[config.mk]
export PLATFORM = sky130hd
export DESIGN_NAME = ula_seq
export DESIGN_NICKNAME = d
export VERILOG_FILES = /design/src/rtl/ula_pkg.sv /design/src/rtl/ula_mul.sv /design/src/rtl/ula_seq.sv
export SDC_FILE = /design/constraint.sdc
export NUM_CORES = 1
export LEC_CHECK = 0
export CORE_UTILIZATION = 33
export CTS_BUF_LIST = sky130_fd_sc_hd__clkbuf_4 sky130_fd_sc_hd__clkbuf_8
export CTS_CLUSTER_DIAMETER = 100
export DETAILED_ROUTE_END_ITERATION = 8
export DONT_BUFFER_PORTS = 1
export REMOVE_ABC_BUFFERS = 1
export SLEW_MARGIN = 40
export SYNTH_ARGS = -nofsm -noshare
export SYNTH_HDL_FRONTEND = slang
export SYNTH_SLANG_ARGS = --single-unit
[constraint.sdc]
create_clock -name clk -period 2.51 [get_ports clk]
set_input_delay 0.502 -clock clk [delete_from_list [all_inputs] [get_ports clk]]
set_output_delay 0.502 -clock clk [all_outputs]
set_load 0.02 [all_outputs]
[src/rtl/ula_pkg.sv]
// ---------------------------------------------------------------------------
// ula_pkg: shared definitions for the sequential ALU.
//   - opcode encodings presented on ula_seq.selecao
//   - FSM state encoding (IDLE / RUN / FIN)
//   - packed flag record {C, Z, N, V} matching the ula_seq.flags port order
// ---------------------------------------------------------------------------
package ula_pkg;

    localparam logic [2:0] OP_ADD = 3'b000;
    localparam logic [2:0] OP_SUB = 3'b001;
    localparam logic [2:0] OP_AND = 3'b010;
    localparam logic [2:0] OP_OR  = 3'b011;
    localparam logic [2:0] OP_XOR = 3'b100;
    localparam logic [2:0] OP_NOT = 3'b101;
    localparam logic [2:0] OP_MUL = 3'b110;
    localparam logic [2:0] OP_SHR = 3'b111;

    typedef enum logic [1:0] {
        IDLE = 2'd0,
        RUN  = 2'd1,
        FIN  = 2'd2
    } state_t;

    // Field order gives flags[3]=C, flags[2]=Z, flags[1]=N, flags[0]=V.
    typedef struct packed {
        logic c;
        logic z;
        logic n;
        logic v;
    } flags_t;

endpackage

[src/rtl/ula_mul.sv]
// ---------------------------------------------------------------------------
// ula_mul: shift-add multiplier core, one partial product per clock.
//   clk   : system clock, rising edge
//   rst   : synchronous active-high reset, clears all state
//   load  : latch a (multiplicand) and b (multiplier), clear accumulator,
//           arm the step counter with WIDTH
//   a, b  : operands, sampled only when load is high
//   count : remaining iterations; the core steps on every edge while non-zero
//   prod  : 2*WIDTH-bit accumulator, final once count reaches zero
//   last  : high during the cycle whose edge performs the final iteration
// ---------------------------------------------------------------------------
module ula_mul #(
    parameter  int WIDTH = 8,
    localparam int CW    = $clog2(WIDTH + 1)
) (
    input  logic                 clk,
    input  logic                 rst,
    input  logic                 load,
    input  logic [WIDTH-1:0]     a,
    input  logic [WIDTH-1:0]     b,
    output logic [CW-1:0]        count,
    output logic [2*WIDTH-1:0]   prod,
    output logic                 last
);

    logic [2*WIDTH-1:0] mcand;
    logic [WIDTH-1:0]   mplier;

    // NOTE: state registers use non-blocking assignments only, so every
    // register in this block samples the values from before the edge.
    always_ff @(posedge clk) begin
        if (rst) begin
            mcand  <= '0;
            mplier <= '0;
            prod   <= '0;
            count  <= '0;
        end else if (load) begin
            mcand  <= {{WIDTH{1'b0}}, a};
            mplier <= b;
            prod   <= '0;
            count  <= CW'(WIDTH);
        end else if (count != '0) begin
            if (mplier[0]) begin
                prod <= prod + mcand;
            end
            mcand  <= mcand << 1;
            mplier <= mplier >> 1;
            count  <= count - CW'(1);
        end
    end

    assign last = (count == CW'(1));

endmodule

[src/rtl/ula_seq.sv]
// ---------------------------------------------------------------------------
// ula_seq: clocked SAP ALU with single- and multi-cycle operations.
//   clk     : system clock, rising edge
//   rst     : synchronous active-high reset; aborts any running operation
//   a, b    : operands (accumulator, B register)
//   selecao : opcode (see ula_pkg OP_*)
//   start   : one-cycle request, honoured only in IDLE
//   alu_out : bus output enable
//   bus     : result register when alu_out is high, else zero
//   busy    : high while a multi-cycle operation (RUN or FIN) is in progress
//   done    : one-cycle pulse after result/flags have been updated
//   flags   : {C, Z, N, V}, written only when an operation completes
// ---------------------------------------------------------------------------
module ula_seq
    import ula_pkg::*;
#(
    parameter int WIDTH = 8,
    parameter int SHW   = $clog2(WIDTH)
) (
    input  logic             clk,
    input  logic             rst,
    input  logic [WIDTH-1:0] a,
    input  logic [WIDTH-1:0] b,
    input  logic [2:0]       selecao,
    input  logic             start,
    input  logic             alu_out,
    output logic [WIDTH-1:0] bus,
    output logic             busy,
    output logic             done,
    output logic [3:0]       flags
);

    localparam int CW = $clog2(WIDTH + 1);

    state_t state, state_nx;

    logic [WIDTH-1:0] result_q;
    flags_t           flags_q;
    logic             done_q;
    logic [2:0]       op_q;

    // SHR datapath: shifting register, remaining bit count, last bit out.
    logic [WIDTH-1:0] shr_q;
    logic [SHW-1:0]   shr_cnt;
    logic             shr_c;
    logic [SHW-1:0]   shr_amt;

    // Multiplier core handshake.
    logic               mul_load;
    logic [CW-1:0]      mul_count;
    logic [2*WIDTH-1:0] mul_prod;
    logic               mul_last;

    // Single-cycle ALU, evaluated on the live inputs.
    logic [WIDTH:0]   sum_add, sum_sub;
    logic [WIDTH-1:0] alu_res;
    logic             alu_c, alu_v;

    // Value presented to the result/flag registers on completion.
    logic             commit;
    logic [WIDTH-1:0] commit_res;
    logic             commit_c, commit_v;

    assign shr_amt = b[SHW-1:0];
    assign sum_add = {1'b0, a} + {1'b0, b};
    assign sum_sub = {1'b0, a} + {1'b0, ~b} + (WIDTH+1)'(1);

    // NOTE: every output of a combinational block gets a default first;
    // a path that leaves one unassigned would infer a latch.
    always_comb begin
        alu_res = a;
        alu_c   = 1'b0;
        alu_v   = 1'b0;
        unique case (selecao)
            OP_ADD: begin
                alu_res = sum_add[WIDTH-1:0];
                alu_c   = sum_add[WIDTH];
                alu_v   = (a[WIDTH-1] == b[WIDTH-1]) &&
                          (sum_add[WIDTH-1] != a[WIDTH-1]);
            end
            OP_SUB: begin
                alu_res = sum_sub[WIDTH-1:0];
                // No carry out of a + ~b + 1 means a borrow (a < b).
                alu_c   = ~sum_sub[WIDTH];
                alu_v   = (a[WIDTH-1] != b[WIDTH-1]) &&
                          (sum_sub[WIDTH-1] != a[WIDTH-1]);
            end
            OP_AND:  alu_res = a & b;
            OP_OR:   alu_res = a | b;
            OP_XOR:  alu_res = a ^ b;
            OP_NOT:  alu_res = ~a;
            // MUL never commits here; SHR by 0 returns a with C = 0.
            default: alu_res = a;
        endcase
    end

    // Next-state and completion logic.
    always_comb begin
        state_nx   = state;
        mul_load   = 1'b0;
        commit     = 1'b0;
        commit_res = alu_res;
        commit_c   = alu_c;
        commit_v   = alu_v;
        unique case (state)
            IDLE: begin
                if (start) begin
                    if (selecao == OP_MUL) begin
                        mul_load = 1'b1;
                        state_nx = RUN;
                    end else if (selecao == OP_SHR && shr_amt != '0) begin
                        state_nx = RUN;
                    end else begin
                        commit = 1'b1;
                    end
                end
            end
            RUN: begin
                if (op_q == OP_MUL) begin
                    // An empty counter can only mean the core was never
                    // armed; leave RUN rather than hang.
                    if (mul_last || mul_count == '0) begin
                        state_nx = FIN;
                    end
                end else if (shr_cnt == SHW'(1)) begin
                    state_nx = FIN;
                end
            end
            FIN: begin
                commit   = 1'b1;
                commit_v = 1'b0;
                if (op_q == OP_MUL) begin
                    commit_res = mul_prod[WIDTH-1:0];
                    commit_c   = |mul_prod[2*WIDTH-1:WIDTH];
                end else begin
                    commit_res = shr_q;
                    commit_c   = shr_c;
                end
                state_nx = IDLE;
            end
            default: state_nx = IDLE;
        endcase
    end

    always_ff @(posedge clk) begin
        if (rst) begin
            state    <= IDLE;
            result_q <= '0;
            flags_q  <= '0;
            done_q   <= 1'b0;
            op_q     <= OP_ADD;
            shr_q    <= '0;
            shr_cnt  <= '0;
            shr_c    <= 1'b0;
        end else begin
            state  <= state_nx;
            done_q <= commit;
            if (commit) begin
                result_q  <= commit_res;
                flags_q.c <= commit_c;
                flags_q.z <= (commit_res == '0);
                flags_q.n <= commit_res[WIDTH-1];
                flags_q.v <= commit_v;
            end
            if (state == IDLE && start) begin
                op_q    <= selecao;
                shr_q   <= a;
                shr_cnt <= shr_amt;
                shr_c   <= 1'b0;
            end else if (state == RUN && op_q == OP_SHR) begin
                shr_c   <= shr_q[0];
                shr_q   <= shr_q >> 1;
                shr_cnt <= shr_cnt - SHW'(1);
            end
        end
    end

    ula_mul #(.WIDTH(WIDTH)) u_mul (
        .clk   (clk),
        .rst   (rst),
        .load  (mul_load),
        .a     (a),
        .b     (b),
        .count (mul_count),
        .prod  (mul_prod),
        .last  (mul_last)
    );

    assign bus   = alu_out ? result_q : '0;
    assign busy  = (state != IDLE);
    assign done  = done_q;
    assign flags = flags_q;

endmodule

==> run summary <==
GLOBAL ROUTING
----------------------------------------------------------------------------------------
Initial antenna violation count                                                        0
Wire length of the first global-routing pass                                   22,900 um
All-layer global routing usage                                                     17.9%
Largest net degree at the start of global routing                                     49
Number of global-route vias before repair                                          4,483
Global route total overflow                                                            0

DRT
----------------------------------------------------------------------------------------
Final ANT Viol Nets                                                                    0
DR iter-0 viols                                                                      374
DRC                                                                                    0
First drt pass iteration count                                                         5
Overall routed net length                                                      13,700 um
Via Count                                                                          4,828
Average wire per standard cell                                                   15.2 um
Post-DR vias/cell                                                                   5.35

CRITICAL PATH
----------------------------------------------------------------------------------------
Setup crit start                                                            u_mul.prod[0]$_SDFFE_PP0P_
Reg-to-Reg End                                                              u_mul.prod[14]$_SDFFE_PP0P_
Reg2Reg Setup Slack                                                              0.09 ns
Type of the worst setup path                                                flip-flop to flip-flop
CP endpoint kind                                                               flip-flop
Critical path capture point                                                 u_mul.prod[14]$_SDFFE_PP0P_
Critical path required time                                                      2.76 ns
Worst Path Max Fanout                                                                  3
Launching element type of the critical path                                    flip-flop
Worst R2R Start                                                             u_mul.prod[0]$_SDFFE_PP0P_
Worst EP arrival                                                                 2.67 ns
Depth of the most critical reg-to-reg path                                            11

STA
----------------------------------------------------------------------------------------
Period Utilization, post-route                                                     96.5%
Final Hold Slack                                                                0.202 ns
Maximum achievable frequency                                                     413 MHz
Max-slew violation count                                                               0
Setup repair after global routing missed its margin                                 true
Hold violation count in the final report                                               0
Slew Limit Headroom                                                                50.3%
Actual transition at the worst max-transition pin                               0.740 ns
Final critical-path setup slack                                                0.0875 ns
Min Tclk post-route                                                              2.42 ns
Final count of negative-setup-slack endpoints                                          0
Worst Clk Skew                                                                 0.0130 ns

FLOORPLAN
----------------------------------------------------------------------------------------
X dimension of the die                                                            126 um
Core footprint                                                                0.0151 mm2
Overall die area                                                              0.0160 mm2
I/O pin total                                                                         37
Y dimension of the die                                                            126 um
Starting Density                                                                   33.7%
Placement row count                                                                   45

PLACE
----------------------------------------------------------------------------------------
Number of port buffers                                                                 0
Total half-perimeter wirelength after legalization and detailed placement      10,200 um
Dpl ws                                                                         -0.128 ns
Placed cell areas                                                            0.00559 mm2
RD Place Congestion                                                                0.831

POWER
----------------------------------------------------------------------------------------
Largest voltage drop on the vdd net                                               297 uV
Pwr per Cell Area                                                             572 mW/mm2
Leakage dissipation                                                              2.42 nW

SYNTHESIS
----------------------------------------------------------------------------------------
Main combinational cell family by area after synthesis                      compound AO/OA/AOI/OAI gates
Flip-flop and latch count after synthesis                                             73
Mean post-synth cell area                                                       7.48 um2
EDFF count, synth                                                                      0
Main synth FF type                                                          sky130_fd_sc_hd__dfxtp_1
Adder-cell share of the synthesized area                                           12.0%
Number of library cell types mapped by synthesis                                      65
Sequential cell area fraction in the yosys report                                  28.6%
Cell count after synthesis                                                           682
Total of warnings raised by yosys                                                      0
Mux contribution to synthesized area                                               2.77%
Share of the synthesized area in compound gates (AO/OA/AOI/OAI)                    23.8%
Synthesized area                                                             0.00510 mm2
Fraction of synthesized cell area in xor and xnor cells                            3.09%
Area share of and/or/nand/nor cells after synthesis                                23.7%
Proportion of synthesized flip-flops having asynchronous set or reset                 0%

CTS
----------------------------------------------------------------------------------------
Number of buffers added by the clock tree synthesis step                               9
Number of clock sinks seen by CTS                                                     73
Depth of the CTS H-tree                                                                3
Post-CTS setup buffer count                                                            0
Clock transition at path regs                                                    0.08 ns
Worst skew pair latency                                                          0.36 ns
Hold-fix buffers, CTS                                                                  0
Number of buffers on the longest clock path                                            2
Clock tree from TritonCTS                                                            yes
Root cell of the clock tree                                                 sky130_fd_sc_hd__clkbuf_8

FINAL LAYOUT
----------------------------------------------------------------------------------------
Count of fill cells added during filler insertion                                  1,566
Core utilization of the finished layout                                            38.9%
Final standard cell area without fillers                                     0.00589 mm2
Area used by multi-input combinational logic                                 0.00338 mm2
Final-stage net count                                                                779
Antenna fix cells                                                                      0
Reg area                                                                     0.00146 mm2
Layout overhead on the synthesized area                                            15.4%
Fraction of layout instances using a drive strength above 1                        13.2%

RUN
----------------------------------------------------------------------------------------
Max-capacitance violation count                                                        0

WORST HOLD PATH
----------------------------------------------------------------------------------------
Hold Path Class                                                             input pin to flip-flop

OUTCOME
----------------------------------------------------------------------------------------
Result of the run                                                           finished, final reports clean

## cells in the mapped netlist (12+ instances only)
cell | count | share of area (%)
sky130_fd_sc_hd__nor3_1 | 22 | 2.2
sky130_fd_sc_hd__a211oi_1 | 20 | 2.9
sky130_fd_sc_hd__nand2_1 | 121 | 8.9
sky130_fd_sc_hd__xnor2_1 | 15 | 2.6
sky130_fd_sc_hd__ha_1 | 44 | 11
sky130_fd_sc_hd__clkbuf_1 | 31 | 2.3
sky130_fd_sc_hd__mux2i_1 | 13 | 2.6
sky130_fd_sc_hd__a311oi_1 | 14 | 2.4
sky130_fd_sc_hd__nor2_1 | 62 | 4.6
sky130_fd_sc_hd__o21ai_0 | 20 | 2.0
sky130_fd_sc_hd__a21oi_1 | 62 | 6.1
sky130_fd_sc_hd__inv_1 | 36 | 2.6
sky130_fd_sc_hd__nand3_1 | 12 | 1.2
sky130_fd_sc_hd__and2_1 | 13 | 1.6
sky130_fd_sc_hd__dfxtp_1 | 73 | 29
## final cells by class
type / count / area share (%)
tap: 188 / 4.00
inverter: 37 / 2.36
timing repair buffer: 56 / 7.14
clock buffer: 10 / 2.23
clock inverter: 6 / 1.96
sequential: 73 / 24.8
multi-input combinational: 532 / 57.5
## placed cells by master, fill, tap and decap left out, drive strengths merged, types with 10 or more instances in the layout
master	netlist	layout
buf	9	56
a211oi	20	20
mux2i	13	13
o21ai	22	22
nor2	62	62
inv	36	37
nand2	121	121
nor3	22	22
a311oi	14	14
clkbuf	31	10
ha	44	44
nand3	12	12
xnor2	15	15
and2	14	14
dfxtp	73	73
a21oi	62	62
## registers in the layout (all words and copies together), names as in the netlist, 2 cells and up
name	count
flags	3
op_q	3
result_q	8
shr_cnt	3
shr_q	8
state	2
u_mul.count	4
u_mul.mcand	16
u_mul.mplier	8
u_mul.prod	16
## what timing repair did
action                                  4_1_cts  5_1_grt
resized for setup                             2       11
pin swaps                                     1        6
endpoints found under the setup margin        1        3
gates cloned                                  0        0
## cells by family (layout without fill, tap and decap cells)
kind of cell,count (synthesis),in the layout
AND/OR/NAND/NOR,270,270
AO/OA/AOI/OAI,183,183
buffers and inverters,77,109
flip-flops,73,73
adder cells (fa/ha/maj),47,47
XOR/XNOR,18,18
multiplexers,14,14
## per-layer routing
| layer | global-route usage (%) | wire length (um) |
|---|---|---|
| met1 | 25.2 | 6760 |
| met4 | 5.74 | 223 |
| met5 | 0 | 0 |
| met3 | 4.05 | 853 |
| met2 | 27.0 | 5890 |
## through the flow
stage / TNS, ns / total power [mW] / instances
finish: 0 / 3.37 / 902
global route: -0.0358 / 3.58 / 902
CTS: 0 / 3.39 / 902
global placement: -0.202 / 2.24 / 886
floorplan: -0.302 / 1.92 / 642
detailed placement: -0.284 / 2.24 / 886
## how the worst min path moves through the flow
stage	start	to	slack, ns	cells past startpoint
2_1_floorplan	result_q[1]$_SDFFE_PP0P_	result_q[1]$_SDFFE_PP0P_	0.42	2
4_1_cts	rst	shr_cnt[1]$_SDFFE_PP0P_	0.18	1
5_1_grt	rst	shr_cnt[1]$_SDFFE_PP0P_	0.18	1
3_5_place_dp	result_q[2]$_SDFFE_PP0P_	result_q[2]$_SDFFE_PP0P_	0.44	2
3_3_place_gp	result_q[2]$_SDFFE_PP0P_	result_q[2]$_SDFFE_PP0P_	0.43	2
6_report	rst	shr_cnt[1]$_SDFFE_PP0P_	0.20	1
## critical path, cell delays in order (launching register included)
cell and delay, ns:
sky130_fd_sc_hd__dfxtp_1 0.32, sky130_fd_sc_hd__ha_1 0.21, sky130_fd_sc_hd__inv_1 0.07, sky130_fd_sc_hd__fa_2 0.20, sky130_fd_sc_hd__nor2b_2 0.05, sky130_fd_sc_hd__o31a_1 0.32, sky130_fd_sc_hd__o2111ai_2 0.22, sky130_fd_sc_hd__a31oi_2 0.15
sky130_fd_sc_hd__a211oi_2 0.27, sky130_fd_sc_hd__o21ai_1 0.11, sky130_fd_sc_hd__xor2_1 0.14, sky130_fd_sc_hd__a2bb2o_1 0.27
## report_power, final
part,switching [mW],internal [mW],leakage [nW]
Sequential,0.0604,1.24,0.595
Clock,0.472,0.677,0.121
Combinational,0.570,0.350,1.70
(Power assumes the default switching activity.)
